File: src/rtl/pipelined_control_unit.sv
// pipelined_control_unit: ID-stage control decode, ARM condition gating and
// the registered ID/EX control slice with stall/flush.
// Optional multi-cycle multiply sequencer enabled by defining CTRL_MUL_EN.
// Without it, mode 11 always loads a bubble and busy is tied low.
module pipelined_control_unit #(
  parameter int         CMD_W   = 4,
  parameter int         MUL_LAT = 3,
  parameter logic [3:0] MUL_CMD = 4'b1010
) (
  input  logic             clk,
  input  logic             rst,
  input  logic             valid_in,
  input  logic             stall,
  input  logic             flush,
  input  logic [3:0]       cond,
  input  logic [3:0]       status,
  input  logic [1:0]       mode,
  input  logic [3:0]       opcode,
  input  logic             s_in,
  output logic [CMD_W-1:0] exe_cmd,
  output logic             mem_read,
  output logic             mem_write,
  output logic             wb_en,
  output logic             branch,
  output logic             s_out,
  output logic             valid_out,
  output logic             busy
);

  typedef struct packed {
    logic [CMD_W-1:0] cmd;
    logic             mr;
    logic             mw;
    logic             wb;
    logic             br;
    logic             s;
    logic             v;
  } slice_t;

  slice_t     slice;
  slice_t     dec;
  logic [3:0] d_cmd;
  logic       cond_ok;
  logic       flag_n, flag_z, flag_c, flag_v;

  assign {flag_n, flag_z, flag_c, flag_v} = status;

  // Evaluate the ARM condition field against the current flags
  always_comb begin
    cond_ok = 1'b0;
    case (cond)
      4'b0000: cond_ok = flag_z;
      4'b0001: cond_ok = !flag_z;
      4'b0010: cond_ok = flag_c;
      4'b0011: cond_ok = !flag_c;
      4'b0100: cond_ok = flag_n;
      4'b0101: cond_ok = !flag_n;
      4'b0110: cond_ok = flag_v;
      4'b0111: cond_ok = !flag_v;
      4'b1000: cond_ok = flag_c && !flag_z;
      4'b1001: cond_ok = !flag_c || flag_z;
      4'b1010: cond_ok = (flag_n == flag_v);
      4'b1011: cond_ok = (flag_n != flag_v);
      4'b1100: cond_ok = !flag_z && (flag_n == flag_v);
      4'b1101: cond_ok = flag_z || (flag_n != flag_v);
      4'b1110: cond_ok = 1'b1;
      default: cond_ok = 1'b0;
    endcase
  end

  // Decode mode/opcode/S into the next control slice; bubble when not live
  always_comb begin
    dec   = '0;
    d_cmd = 4'b0000;
    case (mode)
      2'b00: begin
        dec.wb = 1'b1;
        dec.s  = s_in;
        case (opcode)
          4'b1101: d_cmd = 4'b0001;
          4'b1111: d_cmd = 4'b1001;
          4'b0100: d_cmd = 4'b0010;
          4'b0101: d_cmd = 4'b0011;
          4'b0010: d_cmd = 4'b0100;
          4'b0110: d_cmd = 4'b0101;
          4'b0000: d_cmd = 4'b0110;
          4'b1100: d_cmd = 4'b0111;
          4'b0001: d_cmd = 4'b1000;
          4'b1010: begin d_cmd = 4'b0100; dec.wb = 1'b0; end
          4'b1000: begin d_cmd = 4'b0110; dec.wb = 1'b0; end
          default: begin d_cmd = 4'b0000; dec.wb = 1'b0; dec.s = 1'b0; end
        endcase
      end
      2'b01: begin
        d_cmd  = 4'b0010;
        dec.mr = s_in;
        dec.wb = s_in;
        dec.mw = !s_in;
      end
      2'b10: dec.br = 1'b1;
      default: d_cmd = 4'b0000;
    endcase
    dec.cmd = CMD_W'(d_cmd);
    dec.v   = 1'b1;
    // mode 11 is never a live single-cycle instruction
    if (!(valid_in && cond_ok) || mode == 2'b11) dec = '0;
  end

`ifdef CTRL_MUL_EN
  typedef enum logic {IDLE, MUL_BUSY} state_t;
  localparam int CNT_W = (MUL_LAT > 1) ? $clog2(MUL_LAT + 1) : 1;

  state_t           state;
  logic [CNT_W-1:0] cnt;
  logic             mul_s;
  logic             mul_accept;
  slice_t           mul_slice;

  assign mul_accept = valid_in && (mode == 2'b11) && cond_ok;

  always_comb begin
    mul_slice     = '0;
    mul_slice.cmd = CMD_W'(MUL_CMD);
    mul_slice.wb  = 1'b1;
    mul_slice.s   = mul_s;
    mul_slice.v   = 1'b1;
  end

  // Slice register plus multiply sequencer: rst > flush > stall > busy > accept > decode
  always_ff @(posedge clk) begin
    if (!rst) begin
      slice <= '0;
      state <= IDLE;
      cnt   <= '0;
      mul_s <= 1'b0;
    end else if (flush) begin
      slice <= '0;
      state <= IDLE;
      cnt   <= '0;
    end else if (stall) begin
      slice <= slice;
    end else if (state == MUL_BUSY) begin
      if (cnt != '0) begin
        cnt <= cnt - 1'b1;
      end else begin
        slice <= mul_slice;
        state <= IDLE;
      end
    end else if (mul_accept) begin
      slice <= '0;
      state <= MUL_BUSY;
      cnt   <= CNT_W'(MUL_LAT - 1);
      mul_s <= s_in;
    end else begin
      slice <= dec;
    end
  end

  assign busy = (state == MUL_BUSY);
`else
  logic unused_mul_cfg;
  assign unused_mul_cfg = ^{MUL_CMD, MUL_LAT};

  // Slice register: rst > flush (bubble) > stall (hold) > load decode
  always_ff @(posedge clk) begin
    if (!rst)       slice <= '0;
    else if (flush) slice <= '0;
    else if (stall) slice <= slice;
    else            slice <= dec;
  end

  assign busy = 1'b0;
`endif

  assign exe_cmd   = slice.cmd;
  assign mem_read  = slice.mr;
  assign mem_write = slice.mw;
  assign wb_en     = slice.wb;
  assign branch    = slice.br;
  assign s_out     = slice.s;
  assign valid_out = slice.v;

endmodule
File: config.mk
export PLATFORM = sky130hd
export DESIGN_NAME = pipelined_control_unit
export DESIGN_NICKNAME = d
export VERILOG_FILES = /design/src/rtl/pipelined_control_unit.sv
export SDC_FILE = /design/constraint.sdc
export NUM_CORES = 1
export LEC_CHECK = 0
export ABC_CLOCK_PERIOD_IN_PS = 3500
export BUFFER_PORTS_ARGS = -buffer_cell sky130_fd_sc_hd__buf_4
export CAP_MARGIN = 0
export CORE_MARGIN = 1
export CORE_UTILIZATION = 40
export DETAILED_ROUTE_END_ITERATION = 7
export PLACE_DENSITY = 0.68
export SLEW_MARGIN = 15
export SYNTH_ARGS = -nofsm -noshare
export SYNTH_HDL_FRONTEND = slang
export SYNTH_SLANG_ARGS = --single-unit
export TNS_END_PERCENT = 10
File: constraint.sdc
create_clock -name clk -period 3.5 [get_ports clk]
set_clock_uncertainty 0.2 [all_clocks]
set_input_delay 0.35 -clock clk [delete_from_list [all_inputs] [get_ports clk]]
set_output_delay 0.35 -clock clk [all_outputs]
set_load 0.01 [all_outputs]
# ---- Word level (Yosys, flattened, before mapping)
# Cells that the tools add are included.
dict set report classes {
  eq_ne 29
  muxes 10
  bitwise_logic 1
  n_reduce_logical 20
}
# cell n
set op_table {}
lappend op_table {{== test 4 bit, second input constant} 12}
lappend op_table {{case mux 4 bit (9 select lines)} 1}
lappend op_table {{== test 4 x 3 -> 1 bit, second input constant} 7}
lappend op_table {{case mux 1 bit (15 select lines)} 1}
lappend op_table {{== test 4 x 2 -> 1 bit, second input constant} 3}
lappend op_table {{OR reduction 11 bit} 1}
lappend op_table {{2-to-1 mux 10 bit} 1}
lappend op_table {{OR reduction 9 bit} 1}
lappend op_table {{== test 4 x 1 -> 1 bit, second input constant} 2}
lappend op_table {{logical NOT 4 bit} 2}
lappend op_table {{case mux 4 bit (2 select lines)} 1}
lappend op_table {{logical NOT 1 bit} 6}
lappend op_table {{OR reduction 2 bit} 3}
lappend op_table {{== test 2 bit, second input constant} 2}
lappend op_table {{2-to-1 mux 1 bit} 4}
lappend op_table {{logical AND 1 bit} 3}
lappend op_table {{logical OR 1 bit} 3}
lappend op_table {{== test 2 x 1 -> 1 bit, second input constant} 1}
lappend op_table {{logical NOT 2 bit} 1}
lappend op_table {{2-to-1 mux 2 bit} 1}
lappend op_table {{case mux 1 bit (2 select lines)} 1}
lappend op_table {{== test 1 bit} 1}
lappend op_table {{!= test 1 bit} 1}
lappend op_table {{inverter 1 bit} 1}
dict set report totals {
  ff_bits 10
  input_bits 20
  output_inout_bits 11
  word_cells 67
}

# ---- Depth between registers and ports, before layout
dict set report depth {
  depth_word 7
  ltp_mapped 6
  mapped_depth_nobuf 5
}

# ---- Worst setup path after synthesis
# OpenSTA, ideal clock, no wires.
dict set report synth_timing {
  path_type {input -> register}
  startpoint {input cond[1]}
  endpoint {register slice, in the netlist branch}
  setup_ns 0.137
  t_arrival_ns 1.398
  t_required_ns 3.163
  path_slack_ns 1.766
  path_stages 6
  n_path_buf 1
  cell_sequence {buf_2 > nand2b_1 > nand4_1 > nand4_2 > nor4_4 > o21ai_1}
}
dict set report synth_between {
  elab_chain_cells 6
  elab_cells_between_ends 20
  classes_between {eq/ne (14); mux (2); reduce/logical (4)}
}
# item line
set synth_rtl {}
lappend synth_rtl {{start, declared} 15} ;# input logic [3:0] cond,
lappend synth_rtl {{== test 4 bit, or another cell as far along} 51} ;# case (cond)
lappend synth_rtl {{case mux 1 bit (15 select lines) *} 51}
lappend synth_rtl {{logical AND 1 bit *} 106} ;# if (!(valid_in && cond_ok) || mode == 2'b11) dec = '0;
lappend synth_rtl {{logical NOT 1 bit *} 106}
lappend synth_rtl {{logical OR 1 bit *} 106}
lappend synth_rtl {{2-to-1 mux 10 bit *} 106}
lappend synth_rtl {{end signal, assigned} 168} ;# else if (stall) slice <= slice;
lappend synth_rtl {{end, declared} 40} ;# slice_t slice;
# Mark *: on every way between the ends. The rest lies on a longest branch, timed or not.
# A chain may end at the register's enable or synchronous reset.

# ---- Worst setup path after layout
dict set report layout_timing {
  startpoint {input status[3]}
  endpoint {register slice, in the netlist branch}
}
dict set report layout_between {
  elab_chain_cells 7
  elab_cells_between_ends 10
  classes_between {eq/ne (2); mux (2); reduce/logical (6)}
}
# item line
set layout_rtl {}
lappend layout_rtl {{start, declared} 16} ;# input logic [3:0] status,
lappend layout_rtl {{!= test 1 bit / == test 1 bit (equally long branches)} --}
lappend layout_rtl {{logical OR 1 bit / logical AND 1 bit (equally long branches)} {65, 64}}
lappend layout_rtl {{case mux 1 bit (15 select lines) *} 51}
lappend layout_rtl {{logical AND 1 bit *} 106}
lappend layout_rtl {{logical NOT 1 bit *} 106}
lappend layout_rtl {{logical OR 1 bit *} 106}
lappend layout_rtl {{2-to-1 mux 10 bit *} 106}
# Marks and branches as above.

==> impl_metrics.sql <==
INSERT INTO impl_metrics (metric_group, metric, value, unit) VALUES
('synth', 'synth_async_sr_flop_share', '0', '%'),
('timing', 'max_clock_freq', '568', 'MHz'),
('critical_path', 'crit_path_max_fanout', '10', ''),
('synth', 'synth_edf_count', '0', ''),
('timing', 'number_of_max_slew_violations_in_the_final_report', '0', ''),
('global_route', 'global_router_s_overall_resource_usage', '17.0', '%'),
('synth', 'avgSynthCellArea', '8.06', 'µm²'),
('place', 'placed_area', '0.00100', 'mm²'),
('critical_path', 'worst_r2r_path_depth', '2', ''),
('global_route', 'first_global_vias', '633', ''),
('final_layout', 'final_design_area_no_fill', '0.00104', 'mm²'),
('final_layout', 'multiInputGateArea', '548', 'µm²'),
('global_route', 'grt_start_max_net_pins', '14', ''),
('worst_hold_path', 'worst_hold_path.num_cells', '3', ''),
('drt', 'drtPass1Iterations', '4', ''),
('worst_hold_path', 'min_from', 'mode[1]', ''),
('drt', 'initialDrtViolationCount', '16', ''),
('power', 'overall_power', '287', 'µW'),
('critical_path', 'critical_path.endpoint_type', 'register', ''),
('power', 'power.density', '276', 'mW/mm²'),
('final_layout', 'final_util', '53.5', '%'),
('synth', 'synth.yosys.warnings', '0', ''),
('timing', 'tightestPinTransition', '0.581', 'ns'),
('timing', 'post_route_fraction_of_the_period_consumed_by_the_critical_path', '50.3', '%'),
('power', 'maximum_vdd_drop', '0.000139', 'V'),
('global_route', 'wire_length_of_the_first_global_routing_pass', '2.81', 'mm'),
('worst_hold_path', 'hold_path_end', 'branch', ''),
('global_route', 'grt-ovfl-total', '0', ''),
('synth', 'ys_ff_latch', '10', ''),
('die', 'floorplan.io_pins', '31', ''),
('die', 'core_area', '0.00194', 'mm²'),
('synth', 'synth.area.top_cells', 'sky130_fd_sc_hd__dfxtp_1 24%, sky130_fd_sc_hd__nand2_1 9.1%, sky130_fd_sc_hd__nand4b_1 6.4%, sky130_fd_sc_hd__o21ai_1 5.5%, sky130_fd_sc_hd__buf_6 4.1%', ''),
('place', 'dp_hpwl', '1.33', 'mm'),
('final_layout', 'drive_above_1_share', '31.0', '%'),
('final_layout', 'instances_no_fill', '153', ''),
('final_layout', 'antennaDiodeCount', '0', ''),
('clock_tree', 'cts_hold_repair.buffers', '0', ''),
('die', 'initial_utilization', '42.3', '%'),
('timing', 'grt_setup_unrepaired', 'no', ''),
('synth', 'synth_area_leader_cell', 'sky130_fd_sc_hd__dfxtp_1', ''),
('clock_tree', 'postCtsSetupBuffers', '0', ''),
('drt', 'drc', '0', ''),
('final_layout', 'num-fill-cells', '193', ''),
('drt', 'vias_after_detailed_routing', '805', ''),
('critical_path', 'rrSetupSlack', '2.72', 'ns'),
('final_layout', 'num-nets-final', '147', ''),
('die', 'die_area', '0.00224', 'mm²'),
('clock_tree', 'cts_inserted_buffers', '3', ''),
('clock_tree', 'htreeDepth', '1', ''),
('timing', 'final_period_minus_worst_setup_slack', '1.76', 'ns'),
('die', 'die-width', '47.3', 'µm'),
('synth', 'syn-num-nets', '122', ''),
('timing', 'max_transition_margin', '61.0', '%'),
('timing', 'timing.final.setup_violations', '0', ''),
('synth', 'postSynth.topFlopCell', 'sky130_fd_sc_hd__dfxtp_1', ''),
('synth', 'synth_sequential_area_ratio', '24.4', '%'),
('run_status', 'status', 'finished clean', ''),
('place', 'port-buffer-count', '29', ''),
('critical_path', 'worst-setup-path-type', 'in2reg', ''),
('run', 'maxCapViolCount', '0', ''),
('timing', 'final_hold_viol_count', '0', ''),
('synth', 'netlist_area', '822', 'µm²'),
('place', 'numPlacedInstances', '149', ''),
('drt', 'final_routed_wire_length_divided_by_cell_count', '11.0', 'µm'),
('timing', 'totalNegativeSetupSlack', '0', 'ns'),
('worst_hold_path', 'timing.hold.worst.class', 'in2reg', ''),
('critical_path', 'cp.arrival', '1.69', 'ns'),
('critical_path', 'cp-start-kind', 'input pin', ''),
('drt', 'route.final.wire_length', '1.68', 'mm'),
('synth', 'netlist_instances', '102', ''),
('critical_path', 'worst_r2r_startpoint', 's_out', '');
==> Yosys cell counts (2+ instances only) <==
| cell | count |
|---|---|
| sky130_fd_sc_hd__buf_6 | 3 |
| sky130_fd_sc_hd__o21ai_0 | 2 |
| sky130_fd_sc_hd__nand2b_1 | 3 |
| sky130_fd_sc_hd__nor3b_1 | 2 |
| sky130_fd_sc_hd__nand3_1 | 3 |
| sky130_fd_sc_hd__or4_1 | 2 |
| sky130_fd_sc_hd__o21ai_2 | 2 |
| sky130_fd_sc_hd__a211oi_1 | 2 |
| sky130_fd_sc_hd__buf_4 | 3 |
| sky130_fd_sc_hd__dfxtp_1 | 10 |
| sky130_fd_sc_hd__xnor2_1 | 2 |
| sky130_fd_sc_hd__nand4_1 | 2 |
| sky130_fd_sc_hd__nor2b_1 | 2 |
| sky130_fd_sc_hd__mux2i_1 | 2 |
| sky130_fd_sc_hd__o21ai_1 | 9 |
| sky130_fd_sc_hd__nand2_1 | 20 |
| sky130_fd_sc_hd__nor2_1 | 2 |
| sky130_fd_sc_hd__buf_2 | 2 |
| sky130_fd_sc_hd__nand3b_1 | 2 |
| sky130_fd_sc_hd__nand4b_1 | 6 |
==> cells by family after synthesis <==
family,Yosys count,synth area share [%]
flip-flops,10,24.4
XOR/XNOR,3,3.20
other,1,0.456
buffers and inverters,10,8.98
AND/OR/NAND/NOR,54,41.2
multiplexers,2,2.44
AO/OA/AOI/OAI,22,19.3
==> metal layers <==
layer	GRT usage [%]	vias up	part of all wire, %
li1	-	421	-
met1	24.8	364	48
met2	26.3	17	49
met3	1.15	3	2.7
met4	5.14	0	0.65
met5	0	-	0
==> final cells by class <==
type                    count  area share (%)
multi-input cells          82            52.7
repair buffers             29            20.9
flip-flops and latches     10            19.3
clock buffers               4            3.49
well taps                  27            3.25
inverters                   1           0.361
==> per-stage QoR <==
stage	hold WS (ns)	setup WS (ns)
final	0.197	1.74
after global routing	0.211	1.61
after CTS	0.201	1.73
after detailed placement	0.243	1.45
after global placement	0.237	1.47
after floorplan	0.269	1.77
==> critical path, cell delays in order <==
cell and delay, ns:
sky130_fd_sc_hd__buf_4 0.13, sky130_fd_sc_hd__xnor2_1 0.27, sky130_fd_sc_hd__o32a_1 0.20, sky130_fd_sc_hd__a41oi_2 0.13, sky130_fd_sc_hd__nor4_4 0.46, sky130_fd_sc_hd__o21ai_1 0.15
==> report_power, final <==
part | internal (µW) | leakage, µW | total (µW) | switching, µW
registers | 114 | 0.0000806 | 115 | 0.352
clock network | 63.1 | 0.0000210 | 102 | 39.0
logic | 33.2 | 0.000305 | 70.5 | 37.3
total | 211 | 0.000406 | 287 | 76.6
==> sequential cells by signal, indices dropped and copies added (netlist names) <==
name       count
exe_cmd        4
branch         1
mem_read       1
mem_write      1
s_out          1
valid_out      1
wb_en          1
==> worst max-delay path by stage <==
stage	from	cells past startpoint	end
2_1_floorplan	cond[1]	6	branch
3_3_place_gp	status[3]	6	branch
3_5_place_dp	status[3]	6	branch
4_1_cts	status[3]	6	branch
5_1_grt	status[3]	6	s_out
6_report	status[3]	6	branch
==> layout by cell type (no fill, tap or decap), types with 2 or more instances in the layout <==
| cell | count |
|---|---|
| sky130_fd_sc_hd__buf_4 | 29 |
| sky130_fd_sc_hd__nand2_1 | 20 |
| sky130_fd_sc_hd__dfxtp_1 | 10 |
| sky130_fd_sc_hd__o21ai_1 | 9 |
| sky130_fd_sc_hd__nand4b_1 | 6 |
| sky130_fd_sc_hd__nand2b_1 | 3 |
| sky130_fd_sc_hd__nand3_1 | 3 |
| sky130_fd_sc_hd__clkbuf_4 | 3 |
| sky130_fd_sc_hd__nor3b_1 | 2 |
| sky130_fd_sc_hd__nand3b_1 | 2 |
| sky130_fd_sc_hd__xnor2_1 | 2 |
| sky130_fd_sc_hd__mux2i_1 | 2 |
| sky130_fd_sc_hd__or4_1 | 2 |
| sky130_fd_sc_hd__nor2_1 | 2 |
| sky130_fd_sc_hd__nand4_1 | 2 |
| sky130_fd_sc_hd__o21ai_2 | 2 |
| sky130_fd_sc_hd__nor2b_1 | 2 |
| sky130_fd_sc_hd__a211oi_1 | 2 |
| sky130_fd_sc_hd__o21ai_0 | 2 |
No activity file was read; power rests on OpenSTA's default activity.
